## config.mk

```make
export PLATFORM = sky130hd
export DESIGN_NAME = press_classifier_flat
export DESIGN_NICKNAME = d
export VERILOG_FILES = /design/src/rtl/press_classifier_pkg.sv /design/src/rtl/press_classifier_if.sv /design/src/rtl/press_classifier_tick_debouncer.sv /design/src/rtl/press_classifier.sv /design/src/flat_wrapper.sv
export SDC_FILE = /design/constraint.sdc
export NUM_CORES = 1
export LEC_CHECK = 0
export ABC_AREA = 1
export CORE_ASPECT_RATIO = 0.7
export CORE_MARGIN = 4
export CORE_UTILIZATION = 49
export CTS_CLUSTER_SIZE = 24
export DETAILED_ROUTE_END_ITERATION = 8
export HOLD_SLACK_MARGIN = 0.15
export MAX_ROUTING_LAYER = met4
export PLACE_DENSITY = 0.7
export SYNTH_ARGS = -nofsm -noshare
export SYNTH_HDL_FRONTEND = slang
export SYNTH_SLANG_ARGS = --single-unit
```

## constraint.sdc

```tcl
create_clock -name clk -period 1.5 [get_ports clk]
set_input_delay 0.225 -clock clk [delete_from_list [all_inputs] [get_ports clk]]
set_output_delay 0.225 -clock clk [all_outputs]
set_load 0.1 [all_outputs]
```

## src/rtl/press_classifier_pkg.sv

```systemverilog
// Shared types and default constants for the press_classifier block.
package press_classifier_pkg;

  localparam logic [1:0] ST_IDLE    = 2'd0;
  localparam logic [1:0] ST_PRESSED = 2'd1;
  localparam logic [1:0] ST_LONG    = 2'd2;

  typedef enum logic [1:0] {
    IDLE    = ST_IDLE,
    PRESSED = ST_PRESSED,
    LONG    = ST_LONG
  } press_state_t;

  localparam int DB_LEN_DEF       = 4;
  localparam int LONG_TICKS_DEF   = 200;
  localparam int REPEAT_TICKS_DEF = 25;

endpackage

```

## src/rtl/press_classifier_if.sv

```systemverilog
// Button input and classified-press output bundle; the classifier is the slave.
interface press_classifier_if;

  logic tick;
  logic pb_raw;
  logic pb_clean;
  logic short_pulse;
  logic long_pulse;
  logic held_long;
  logic repeat_pulse;

  modport master (
    output tick, pb_raw,
    input  pb_clean, short_pulse, long_pulse, held_long, repeat_pulse
  );

  modport slave (
    input  tick, pb_raw,
    output pb_clean, short_pulse, long_pulse, held_long, repeat_pulse
  );

endinterface

```

## src/rtl/press_classifier_tick_debouncer.sv

```systemverilog
// Two-flop synchronizer plus tick-sampled shift register producing a debounced level.
module tick_debouncer
  import press_classifier_pkg::*;
#(
  parameter int DB_LEN = DB_LEN_DEF
) (
  input  logic clk,
  input  logic rst,
  input  logic tick,
  input  logic pb_raw,
  output logic pb_clean
);

  logic              sync1;
  logic              sync2;
  logic [DB_LEN-1:0] shreg;
  logic [DB_LEN-1:0] shreg_next;

  // Level decision looks at the register including this tick's sample.
  always_comb begin
    shreg_next = {shreg[DB_LEN-2:0], sync2};
  end

  always_ff @(posedge clk or posedge rst) begin
    if (rst) begin
      sync1    <= 1'b0;
      sync2    <= 1'b0;
      shreg    <= '0;
      pb_clean <= 1'b0;
    end else begin
      sync1 <= pb_raw;
      sync2 <= sync1;
      if (tick) begin
        shreg <= shreg_next;
        if (&shreg_next) begin
          pb_clean <= 1'b1;
        end else if (~|shreg_next) begin
          pb_clean <= 1'b0;
        end
      end
    end
  end

endmodule

```

## src/rtl/press_classifier.sv

```systemverilog
// Debounced push button classified into short/long press pulses for the stopwatch FSM.
// Optional auto-repeat while held long is enabled by defining PRESS_REPEAT_EN.
module press_classifier
  import press_classifier_pkg::*;
#(
  parameter int DB_LEN       = DB_LEN_DEF,
  parameter int LONG_TICKS   = LONG_TICKS_DEF,
  parameter int REPEAT_TICKS = REPEAT_TICKS_DEF
) (
  input logic               clk,
  input logic               rst,
  press_classifier_if.slave bus
);

  localparam int                HOLD_W    = $clog2(LONG_TICKS + 1);
  localparam logic [HOLD_W-1:0] HOLD_LAST = HOLD_W'(LONG_TICKS);

  if (DB_LEN < 2 || DB_LEN > 16 || LONG_TICKS < 2 || REPEAT_TICKS < 1) begin : g_bad_params
    $error("press_classifier: parameter out of range");
  end

  press_state_t      state;
  logic [HOLD_W-1:0] hold_cnt;
  logic [HOLD_W-1:0] hold_inc;
  logic              clean;
  logic              short_q;
  logic              long_q;
  logic              held_q;
  logic              long_hit;

  tick_debouncer #(
    .DB_LEN (DB_LEN)
  ) u_debouncer (
    .clk      (clk),
    .rst      (rst),
    .tick     (bus.tick),
    .pb_raw   (bus.pb_raw),
    .pb_clean (clean)
  );

  always_comb begin
    hold_inc = (hold_cnt == HOLD_LAST) ? hold_cnt : hold_cnt + 1'b1;
  end

  // Release is checked first in PRESSED, so a same-cycle threshold never fires.
  assign long_hit = (state == PRESSED) && clean && bus.tick && (hold_inc == HOLD_LAST);

  always_ff @(posedge clk or posedge rst) begin
    if (rst) begin
      state    <= IDLE;
      hold_cnt <= '0;
      short_q  <= 1'b0;
      long_q   <= 1'b0;
      held_q   <= 1'b0;
    end else begin
      short_q <= 1'b0;
      long_q  <= 1'b0;
      case (state)
        IDLE: begin
          if (clean) begin
            state    <= PRESSED;
            hold_cnt <= '0;
          end
        end
        PRESSED: begin
          if (!clean) begin
            short_q <= 1'b1;
            state   <= IDLE;
          end else if (bus.tick) begin
            hold_cnt <= hold_inc;
            if (long_hit) begin
              long_q <= 1'b1;
              held_q <= 1'b1;
              state  <= LONG;
            end
          end
        end
        LONG: begin
          if (!clean) begin
            held_q <= 1'b0;
            state  <= IDLE;
          end
        end
        default: begin
          held_q <= 1'b0;
          state  <= IDLE;
        end
      endcase
    end
  end

`ifdef PRESS_REPEAT_EN
  localparam int               REP_W    = $clog2(REPEAT_TICKS + 1);
  localparam logic [REP_W-1:0] REP_LAST = REP_W'(REPEAT_TICKS);

  logic [REP_W-1:0] rep_cnt;
  logic [REP_W-1:0] rep_inc;
  logic             rep_q;

  assign rep_inc = rep_cnt + 1'b1;

  always_ff @(posedge clk or posedge rst) begin
    if (rst) begin
      rep_cnt <= '0;
      rep_q   <= 1'b0;
    end else begin
      rep_q <= 1'b0;
      if (long_hit) begin
        rep_cnt <= '0;
      end else if (state == LONG && clean && bus.tick) begin
        if (rep_inc == REP_LAST) begin
          rep_q   <= 1'b1;
          rep_cnt <= '0;
        end else begin
          rep_cnt <= rep_inc;
        end
      end
    end
  end

  assign bus.repeat_pulse = rep_q;
`else
  assign bus.repeat_pulse = 1'b0;
`endif

  assign bus.pb_clean    = clean;
  assign bus.short_pulse = short_q;
  assign bus.long_pulse  = long_q;
  assign bus.held_long   = held_q;

  pulses_exclusive: assert property (@(posedge clk) disable iff (rst)
    $onehot0({short_q, long_q, bus.repeat_pulse}));

endmodule

```

## src/flat_wrapper.sv

```systemverilog
// flat-port wrapper written by rule: the top's interface ports become plain ports
module press_classifier_flat import press_classifier_pkg::*;
#(
  parameter int DB_LEN       = DB_LEN_DEF,
  parameter int LONG_TICKS   = LONG_TICKS_DEF,
  parameter int REPEAT_TICKS = REPEAT_TICKS_DEF
)
  (clk, rst, bus_tick, bus_pb_raw, bus_pb_clean, bus_short_pulse, bus_long_pulse, bus_held_long, bus_repeat_pulse);
  press_classifier_if bus_i ();
  input logic clk;
  input logic rst;
  input wire logic [$bits(bus_i.tick)-1:0] bus_tick;
  input wire logic [$bits(bus_i.pb_raw)-1:0] bus_pb_raw;
  output wire logic [$bits(bus_i.pb_clean)-1:0] bus_pb_clean;
  output wire logic [$bits(bus_i.short_pulse)-1:0] bus_short_pulse;
  output wire logic [$bits(bus_i.long_pulse)-1:0] bus_long_pulse;
  output wire logic [$bits(bus_i.held_long)-1:0] bus_held_long;
  output wire logic [$bits(bus_i.repeat_pulse)-1:0] bus_repeat_pulse;
  assign bus_i.tick = bus_tick;
  assign bus_i.pb_raw = bus_pb_raw;
  assign bus_pb_clean = bus_i.pb_clean;
  assign bus_short_pulse = bus_i.short_pulse;
  assign bus_long_pulse = bus_i.long_pulse;
  assign bus_held_long = bus_i.held_long;
  assign bus_repeat_pulse = bus_i.repeat_pulse;
  press_classifier #(.DB_LEN(DB_LEN), .LONG_TICKS(LONG_TICKS), .REPEAT_TICKS(REPEAT_TICKS)) u_core (.clk(clk), .rst(rst), .bus(bus_i));
endmodule
```

# Word-level counts from Yosys, hierarchy flattened
# Index checks and enable logic that the tools add are counted.
[word_totals] reg_bits=19 elab_cells=58
[op_classes] addsub=1 n_eq_ne=12 n_mux=24 n_bitwise=1 reduce_logical=11
[ops] op="8-bit two-way mux" count=4
[ops] op="8-bit == test (second input constant)" count=2
[ops] op="8-bit one-hot mux with 2 select lines" count=1
[ops] op="1-bit two-way mux" count=12
[ops] op="4-bit AND reduction" count=3
[ops] op="2-bit two-way mux" count=5
[ops] op="2-bit inequality test (second input constant)" count=5
[ops] op="8-bit by 1-bit adder with 8-bit output (second input constant)" count=1
[ops] op="2-bit one-hot mux with 3 select lines" count=1
[ops] op="5-bit AND reduction" count=1
[ops] op="4-bit OR reduction" count=1
[ops] op="1-bit logical AND" count=3
[ops] op="3-bit by 2-bit inequality test with 1-bit output (second input constant)" count=1
[ops] op="3-bit inequality test (second input constant)" count=1
[ops] op="1-bit one-hot mux with 3 select lines" count=1
[ops] op="2-bit by 1-bit == test with 1-bit output (second input constant)" count=1
[ops] op="2-bit == test (second input constant)" count=1
[ops] op="2-bit logical NOT" count=1
[ops] op="2-bit by 1-bit inequality test with 1-bit output (second input constant)" count=1
[ops] op="2-bit AND reduction" count=1
[ops] op="2-bit nonzero test" count=1
[ops] op="1-bit inverter" count=1

# Logic depth before layout (Yosys ltp)
# Gate-level depths: netlist (run 1).
[logic_depth] ltp_word=8 ltp_mapped=11 mapped_depth_nobuf=11

# By module
# A second synthesis (run 1) with hierarchy kept.
[unflattened] hier_cells=124 hier_area_um2=1029.7
[by_module_without_submodules] module="press_classifier" instances=1 cells_each=101 area_each_um2=808.3 seq_area_each_um2=325.3
[by_module_without_submodules] module="tick_debouncer" instances=1 cells_each=23 area_each_um2=221.5 seq_area_each_um2=150.1

# Least setup slack after synthesis (run 1)
# No wires, ideal clock.
[synth_timing] path_type="reg-to-reg" from="reg u_core.u_debouncer.pb_clean" to="reg u_core.state[0]" setup_time_ns=0.116 arrival_time_ns=1.712 t_required_ns=1.384 setup_slack_ns=-0.328 path_stages_with_launch=8 path_buffers=0 period_less_slack_ns=1.828 path_cell_list="dfrtp_1 -> nand4_4 -> nor2_1 -> nand3_1 -> nor2_1 -> nand2_2 -> inv_2 -> nor2_2"
[synth_via] elab_chain_len=5
[synth_rtl] item="start, declared" line_no="press_classifier_tick_debouncer.sv:11" text="output logic pb_clean"
[synth_rtl] item="start signal, assigned" line_no="press_classifier_tick_debouncer.sv:29" text="pb_clean <= 1'b0;"
[synth_rtl] item="start signal, assigned" line_no="press_classifier_tick_debouncer.sv:36" text="pb_clean <= 1'b1;"
[synth_rtl] item="start signal, assigned" line_no="press_classifier_tick_debouncer.sv:38" text="pb_clean <= 1'b0;"
[synth_rtl] item="1-bit logical AND (3 in series)" line_no="press_classifier.sv:46" text="assign long_hit = (state == PRESSED) && clean && bus.tick && (hold_inc == HOLD_LAST);"
[synth_rtl] item="3-bit by 2-bit inequality test with 1-bit output (no source line)"
[synth_rtl] item="4-bit AND reduction (no source line)"
[synth_rtl] item="end signal, assigned" line_no="press_classifier.sv:50" text="state <= IDLE;"
[synth_rtl] item="end signal, assigned" line_no="press_classifier.sv:61" text="state <= PRESSED;"
[synth_rtl] item="end signal, assigned" line_no="press_classifier.sv:68" text="state <= IDLE;"
[synth_rtl] item="end, declared" line_no="press_classifier.sv:22" text="press_state_t state;"
# Parallel ways exist; a longest one is shown, timed or not.
# A chain may end at the register's enable or synchronous reset.

# Worst setup path after layout (run 1)
[layout_timing] from="reg u_core.hold_cnt[0]" to="reg u_core.state[0]"
[layout_via] elab_chain_len=6
[layout_rtl] item="start, declared" line_no="press_classifier.sv:23" text="logic [HOLD_W-1:0] hold_cnt;"
[layout_rtl] item="start signal, assigned" line_no="press_classifier.sv:70" text="hold_cnt <= hold_inc;"
[layout_rtl] item="8-bit by 1-bit adder with 8-bit output or 8-bit == test (tied branches)" line_no="press_classifier.sv:42" text="hold_inc = (hold_cnt == HOLD_LAST) ? hold_cnt : hold_cnt + 1'b1;"
[layout_rtl] item="8-bit two-way mux (*)" line_no="press_classifier.sv:42"
[layout_rtl] item="8-bit == test (*)" line_no="press_classifier.sv:46"
[layout_rtl] item="1-bit logical AND (*)" line_no="press_classifier.sv:46"
[layout_rtl] item="3-bit by 2-bit inequality test with 1-bit output (no source line) (*)"
[layout_rtl] item="4-bit AND reduction (no source line) (*)"
# Every way passes the cells marked *; elsewhere a longest branch is shown, timed or not.

==> results of run 1 <==
## power by group through the flow
stage | sequential [uW] | clock [uW] | combinational [uW]
4_1_cts | 700 | 259 | 805
5_1_grt | 723 | 286 | 875
6_report | 708 | 259 | 810
3_5_place_dp | 704 | 0 | 678
3_3_place_gp | 700 | 0 | 670
2_1_floorplan | 796 | 0 | 312
## worst max-delay path, cell delays in order, from the launching register on
cell     delay, ps
dfrtp_2        420
ha_2           230
nand3_2        110
nor2_2         150
xor2_1         200
nor2_1         100
nand2_2        110
inv_2           50
nor2_2          80
## flip-flops by register name (all words and copies together), names as in the netlist
signal / cells
u_core.u_debouncer.pb_clean: 1
u_core.u_debouncer.sync2: 1
u_core.u_debouncer.shreg: 3
u_core.u_debouncer.sync1: 1
u_core.bus.held_long: 1
u_core.bus.short_pulse: 1
u_core.state: 2
u_core.bus.long_pulse: 1
u_core.hold_cnt: 8
## layout make-up
class	count	area, um2
Clock buffer	4	26.3
Tap cell	22	27.5
Sequential cell	19	478
Fill cell	147	607
Timing Repair Buffer	22	223
Multi-Input combinational cell	71	407
Inverter	23	86.3
## cells by family after synthesis
logic type                 share of synthesized area
AOI/OAI and AO/OA                              0.109
buffers and inverters                          0.109
DFF                                            0.494
xor gates and xnor gates                      0.0182
and+or+nand+nor                                0.239
adders and majority gates                     0.0260
other                                        0.00390
## how the worst max path moves through the flow
stage                           end  slack, ps  cells past startpoint
floorplan           u_core.state[0]          3                      7
global placement    u_core.state[1]          5                      7
detailed placement  u_core.state[0]        -50                      8
CTS                 u_core.state[0]         -1                      8
global route        u_core.state[0]       -120                     11
finish              u_core.state[0]        -20                      8
## per-layer routing
metal	share of wire	GRT usage	vias to the layer above	wire (um)
li1	-	-	414	-
met1	0.48	0.224	373	918
met2	0.46	0.258	20	874
met3	0.056	0.0600	3	108
met4	0.0073	0.0606	0	14
met5	0	-	-	0
## per-stage QoR
stage                     utilization  power, uW  setup TNS [ps]
after floorplan                     -       1110               0
after global placement          0.624       1370               0
after detailed placement        0.624       1380           -65.0
after CTS                       0.668       1760           -1.11
after global routing            0.673       1880            -336
final                           0.673       1780           -22.2
## Yosys cell counts
master    n
a21oi_1   1
nand4_4   1
o21ai_0   5
xor2_1    2
buf_6     1
inv_2     2
dfrtp_1  19
nand2_1  25
nand4_1   2
buf_4     1
nand2_2   1
a21oi_2   2
conb_1    1
ha_1      2
o31ai_1   1
nor4_1    1
nor2_1    7
inv_1    21
nor2_2    3
nor3_1    2
nand3_1   7
o22ai_1   8
## cells in the final DEF, fill, tap and decap left out, types with 2 or more instances in the layout
master,synthesis,layout
nand3_1,7,6
nand2_1,25,24
clkbuf_4,0,3
dfrtp_2,0,2
inv_1,21,19
dfrtp_1,19,17
nand4_1,2,2
inv_2,2,4
nor2_2,3,4
clkdlybuf4s50_1,0,3
xor2_1,2,2
buf_12,0,4
nand2_2,1,2
buf_4,1,15
nor2_1,7,6
o21ai_0,5,5
nor3_1,2,2
o22ai_1,8,8
a21oi_2,2,2
## what timing repair did
action,4_1_cts,5_1_grt
endpoints found under the setup margin,2,5
setup buffers,4,1
resized for setup,8,1
pin swaps,6,2
hold buffers,0,0
==> metrics.md, run 1 <==
| Metric | Value |
|---|---|
| Outcome | finished with violations |
| Violated checks | setup timing |
| Launching point of the worst reg2reg path | u_core.hold_cnt[0] |
| HPWL after DPL | 1.35 mm |
| Post-Syn Area | 962 um2 |
| CTS Root Cell | clkbuf_4 |
| F_max | 659 MHz |
| Crit path time final | 1520 ps |
| Crit path launch type | flip-flop |
| Sequential power share | 0.399 |
| Largest net degree at the start of global routing | 20 |
| Worst-path clk slew | 100 ps |
| Die Area | 0.00275 mm2 |
| Final count of pins violating max slew | 0 |
| Die width | 61.0 um |
| Final setup fails | 2 |
| Clk Latency, worst-skew pair | 310 ps |
| First-pass GRT wire length | 3.30 mm |
| Dpl cell area | 0.00116 mm2 |
| 1st-iter DRT viols | 15 |
| Switching Share | 0.392 |
| Register area share after synthesis | 0.494 |
| CP Class | reg -> reg |
| Switching pwr | 697 uW |
| Cell Int Power | 1080 uW |
| Residual DRC count | 0 |
| Share of layout cells above drive strength 1 | 0.288 |
| CTS Sinks | 19 |
| Distinct cells, synth | 22 |
| Grt total ovfl | 0 |
| H-tree depth | 1 |
| Syn. warnings | 0 |
| Comb power frac | 0.456 |
| Synth area leader | dfrtp_1 |
| #FFs+latches synth | 19 |
| Post-synth top area share | 0.494 |
| Syn nets | 121 |
| Initial antenna violation count | 0 |
| Largest cells by area after synthesis | dfrtp_1, nand2_1, inv_1 |
| CP Launch Point | u_core.hold_cnt[0] |
| Clk network pwr share | 0.146 |
| Global Route Usage Sum | 0.175 |
| Arrival time worst endpoint | 1760 ps |
| FF-to-FF setup slack | -20 ps |
| Via count | 810 |
| Total of max-cap violations | 0 |
| RSZ-0062 raised after global routing | yes |
| Die H | 45.1 um |
| Num CTS Buffers | 3 |
| Clock Path Buffers | 2 |
| Ant. Diodes | 0 |
| Final Instance Area | 0.00125 mm2 |
| Dpl ws | -47.8 ps |
| FF-to-FF End | u_core.state[0] |
| Fin worst setup slack | -17.7 ps |
| Hold Fails Final Rpt | 0 |
| Routed WL | 1.92 mm |
| Area delta synth->final | 29.6% |
| Vias in the first global route | 751 |
| Worst hold path class | in -> async |
| Row count | 13 |
| Syn avg cell area | 8.37 um2 |
| Core ar. | 0.00185 mm2 |
| Leak | 0.000595 uW |
| Initial Util | 0.519 |
| Synthesized instance count | 115 |
| Non-Filler Instances | 161 |
| Max VDD drop | 0.804 mV |
| Worst setup EP type | flip-flop |
| Critical Path RT | 1740 ps |
| P per Cell Area | 1420 mW/mm2 |
| Worst hold slack | 231 ps |
| Final net count | 146 |
| CTS tree | yes |
| I/O pin count | 9 |
| Placed cell count | 152 |
| Number of port buffers | 7 |
| DR WL/cell | 11.9 um |
| Drt pass-1 iters | 4 |
| Final Skew | 5.33 ps |
| RePlAce Congestion | 0.899 |
| Tcrit/Tclk final | 1.01 |
| Post-route ant nets | 0 |
| Crit path max fanout | 4 |
| Vias/cell | 5.03 |
| R2R cell count | 8 |
Note: power is estimated with default switching activity, not from simulation.
==> run 2: changes to the inputs <==
--- a/config.mk
+++ b/config.mk
@@ -6,6 +6,7 @@
 export NUM_CORES = 1
 export LEC_CHECK = 0
 export ABC_AREA = 1
+export ABC_CLOCK_PERIOD_IN_PS = 1500
 export CORE_ASPECT_RATIO = 0.7
 export CORE_MARGIN = 4
 export CORE_UTILIZATION = 49
==> results of run 2 <==
Same layout as run 1: the final DEF is identical, and so are final timing and power.
==> run 3: changes to the inputs <==
==> constraint.sdc (replaced) <==
create_clock -name clk -period 1.5 [get_ports clk]
set_input_delay 0.15 -clock clk [delete_from_list [all_inputs] [get_ports clk]]
set_output_delay 0.15 -clock clk [all_outputs]
set_load 0.1 [all_outputs]
==> metrics.md, run 3 (synthesis gave the netlist of run 1 again) <==
| Metric | Value |
|---|---|
| Outcome | finished clean |
| Residual DRC count | 0 |
| Critical Path RT | 1700 ps |
| Die width | 61.0 um |
| Comb power frac | 0.439 |
| RSZ-0062 raised after global routing | yes |
| CP Class | reg -> reg |
| DR WL/cell | 12.3 um |
| Num CTS Buffers | 3 |
| Leak | 0.000572 uW |
| Row count | 13 |
| Area delta synth->final | 24.6% |
| FF-to-FF End | u_core.state[0] |
| Clk Latency, worst-skew pair | 300 ps |
| Crit path time final | 1460 ps |
| Crit path max fanout | 3 |
| P per Cell Area | 1410 mW/mm2 |
| Launching point of the worst reg2reg path | u_core.hold_cnt[1] |
| First-pass GRT wire length | 2.99 mm |
| CTS Root Cell | clkbuf_4 |
| Final Instance Area | 0.00120 mm2 |
| Post-route ant nets | 0 |
| Sequential power share | 0.412 |
| CP Launch Point | u_core.hold_cnt[1] |
| Worst-path clk slew | 100 ps |
| Commonest cells after routing, fill and taps aside | nand2_1, inv_1, dfrtp_1, buf_4, o22ai_1 |
| Switching Share | 0.405 |
| Total of max-cap violations | 0 |
| Most flop-heavy register | u_core.hold_cnt |
| Final setup fails | 0 |
| CTS tree | yes |
| Seq. cell area | 477 um2 |
| Initial antenna violation count | 0 |
| Vias/cell | 5.26 |
| Arrival time worst endpoint | 1670 ps |
| Worst setup EP type | flip-flop |
| FF-to-FF setup slack | 40 ps |
| CTS Hold Buffers Added | 0 |
| Largest net degree at the start of global routing | 20 |
| 1st-iter DRT viols | 31 |
| Grt total ovfl | 0 |
| RePlAce Congestion | 0.868 |
| Vias in the first global route | 706 |
| F_max | 683 MHz |
| Area of the multi-input gates | 404 um2 |
| Via count | 816 |
| Switching pwr | 683 uW |
| Final Skew | 6.70 ps |
| Worst hold path class | in -> async |
| Most common cell after layout, fill and taps aside | nand2_1 |
| Max VDD drop | 1.01 mV |
| Crit path launch type | flip-flop |
| Cell Int Power | 1000 uW |
| Share of layout cells above drive strength 1 | 0.241 |
| HPWL after DPL | 1.43 mm |
| Final net count | 140 |
| Core ar. | 0.00185 mm2 |
| Drt pass-1 iters | 4 |
| CTS Sinks | 19 |
| Max reg flops | 8 |
| I/O pin count | 9 |
| Largest regs | u_core.hold_cnt (8), u_core.u_debouncer.shreg (3), u_core.state (2) |
| Clock Path Buffers | 2 |
| Dpl cell area | 0.00113 mm2 |
| Clk network pwr share | 0.150 |
| Final count of pins violating max slew | 0 |
| Die H | 45.1 um |
| H-tree depth | 1 |
| Global Route Usage Sum | 0.157 |
| R2R cell count | 11 |
| # fillers | 165 |
| Initial Util | 0.519 |
| Critical Path End | u_core.state[0] |
| Number of port buffers | 7 |
| Sum of negative setup slack | 0 ps |
| Hold Fails Final Rpt | 0 |
| Ant. Diodes | 0 |
| Die Area | 0.00275 mm2 |
| Routed WL | 1.90 mm |
| Tcrit/Tclk final | 0.976 |
==> run 3: layer usage <==
layer / vias to the layer above / GRT usage / part of all wire
li1: 404 / - / -
met1: 382 / 0.209 / 0.50
met2: 26 / 0.228 / 0.42
met3: 4 / 0.0514 / 0.060
met4: 0 / 0.0519 / 0.013
met5: - / - / 0
==> run 3: how the worst min path moves through the flow <==
stage	depth (start not counted)	from	slack (ps)	endpoint
after floorplan	1	rst	100	u_core.bus.held_long
after global placement	0	u_core.u_debouncer.sync1	330	u_core.u_debouncer.sync2
after detailed placement	0	u_core.u_debouncer.sync1	340	u_core.u_debouncer.sync2
after CTS	3	rst	180	u_core.hold_cnt[5]
after global routing	3	rst	190	u_core.hold_cnt[2]
final	3	rst	180	u_core.u_debouncer.pb_clean
==> run 3: per-stage QoR <==
stage,std cells,utilization,hold slack [ps],total power [uW],worst slack [ps]
global placement,149,0.612,334,1330,68.8
CTS,153,0.628,184,1620,7.75
global route,155,0.646,187,1780,-64.1
detailed placement,149,0.612,343,1350,2.86
floorplan,115,-,101,1110,2.92
finish,155,0.646,184,1690,35.9
==> run 3: worst max-delay path, cell delays in order (launching register included) <==
cell and delay (ps):
dfrtp_1 420, inv_2 90, ha_4 140, nand2_2 50, nor2_2 130, nand2_1 80
nand2_1 90, nand3_1 90, nor2_2 120, nand2_2 80, inv_2 70, nor2_2 30
==> run 3: repair_timing <==
action | 4_1_cts | 5_1_grt
endpoints found under the hold margin | 0 | 0
buffers inserted | 0 | 2
resized for setup | 3 | 4
pin swaps | 2 | 6
endpoints found under the setup margin | 1 | 4
==> run 3: area by class of cell <==
type / instances / share of cell area
Inverter: 23 / 0.0720
Sequential cell: 19 / 0.398
Multi-Input combinational cell: 71 / 0.337
Timing Repair Buffer: 16 / 0.148
Clock buffer: 4 / 0.0219
Tap cell: 22 / 0.0230
==> run 3: power by group through the flow <==
stage,logic [uW],registers [uW],clock network (uW)
after detailed placement,651,699,0
final,740,694,252
after CTS,658,694,263
after global placement,638,695,0
after global routing,793,706,283
after floorplan,312,796,0
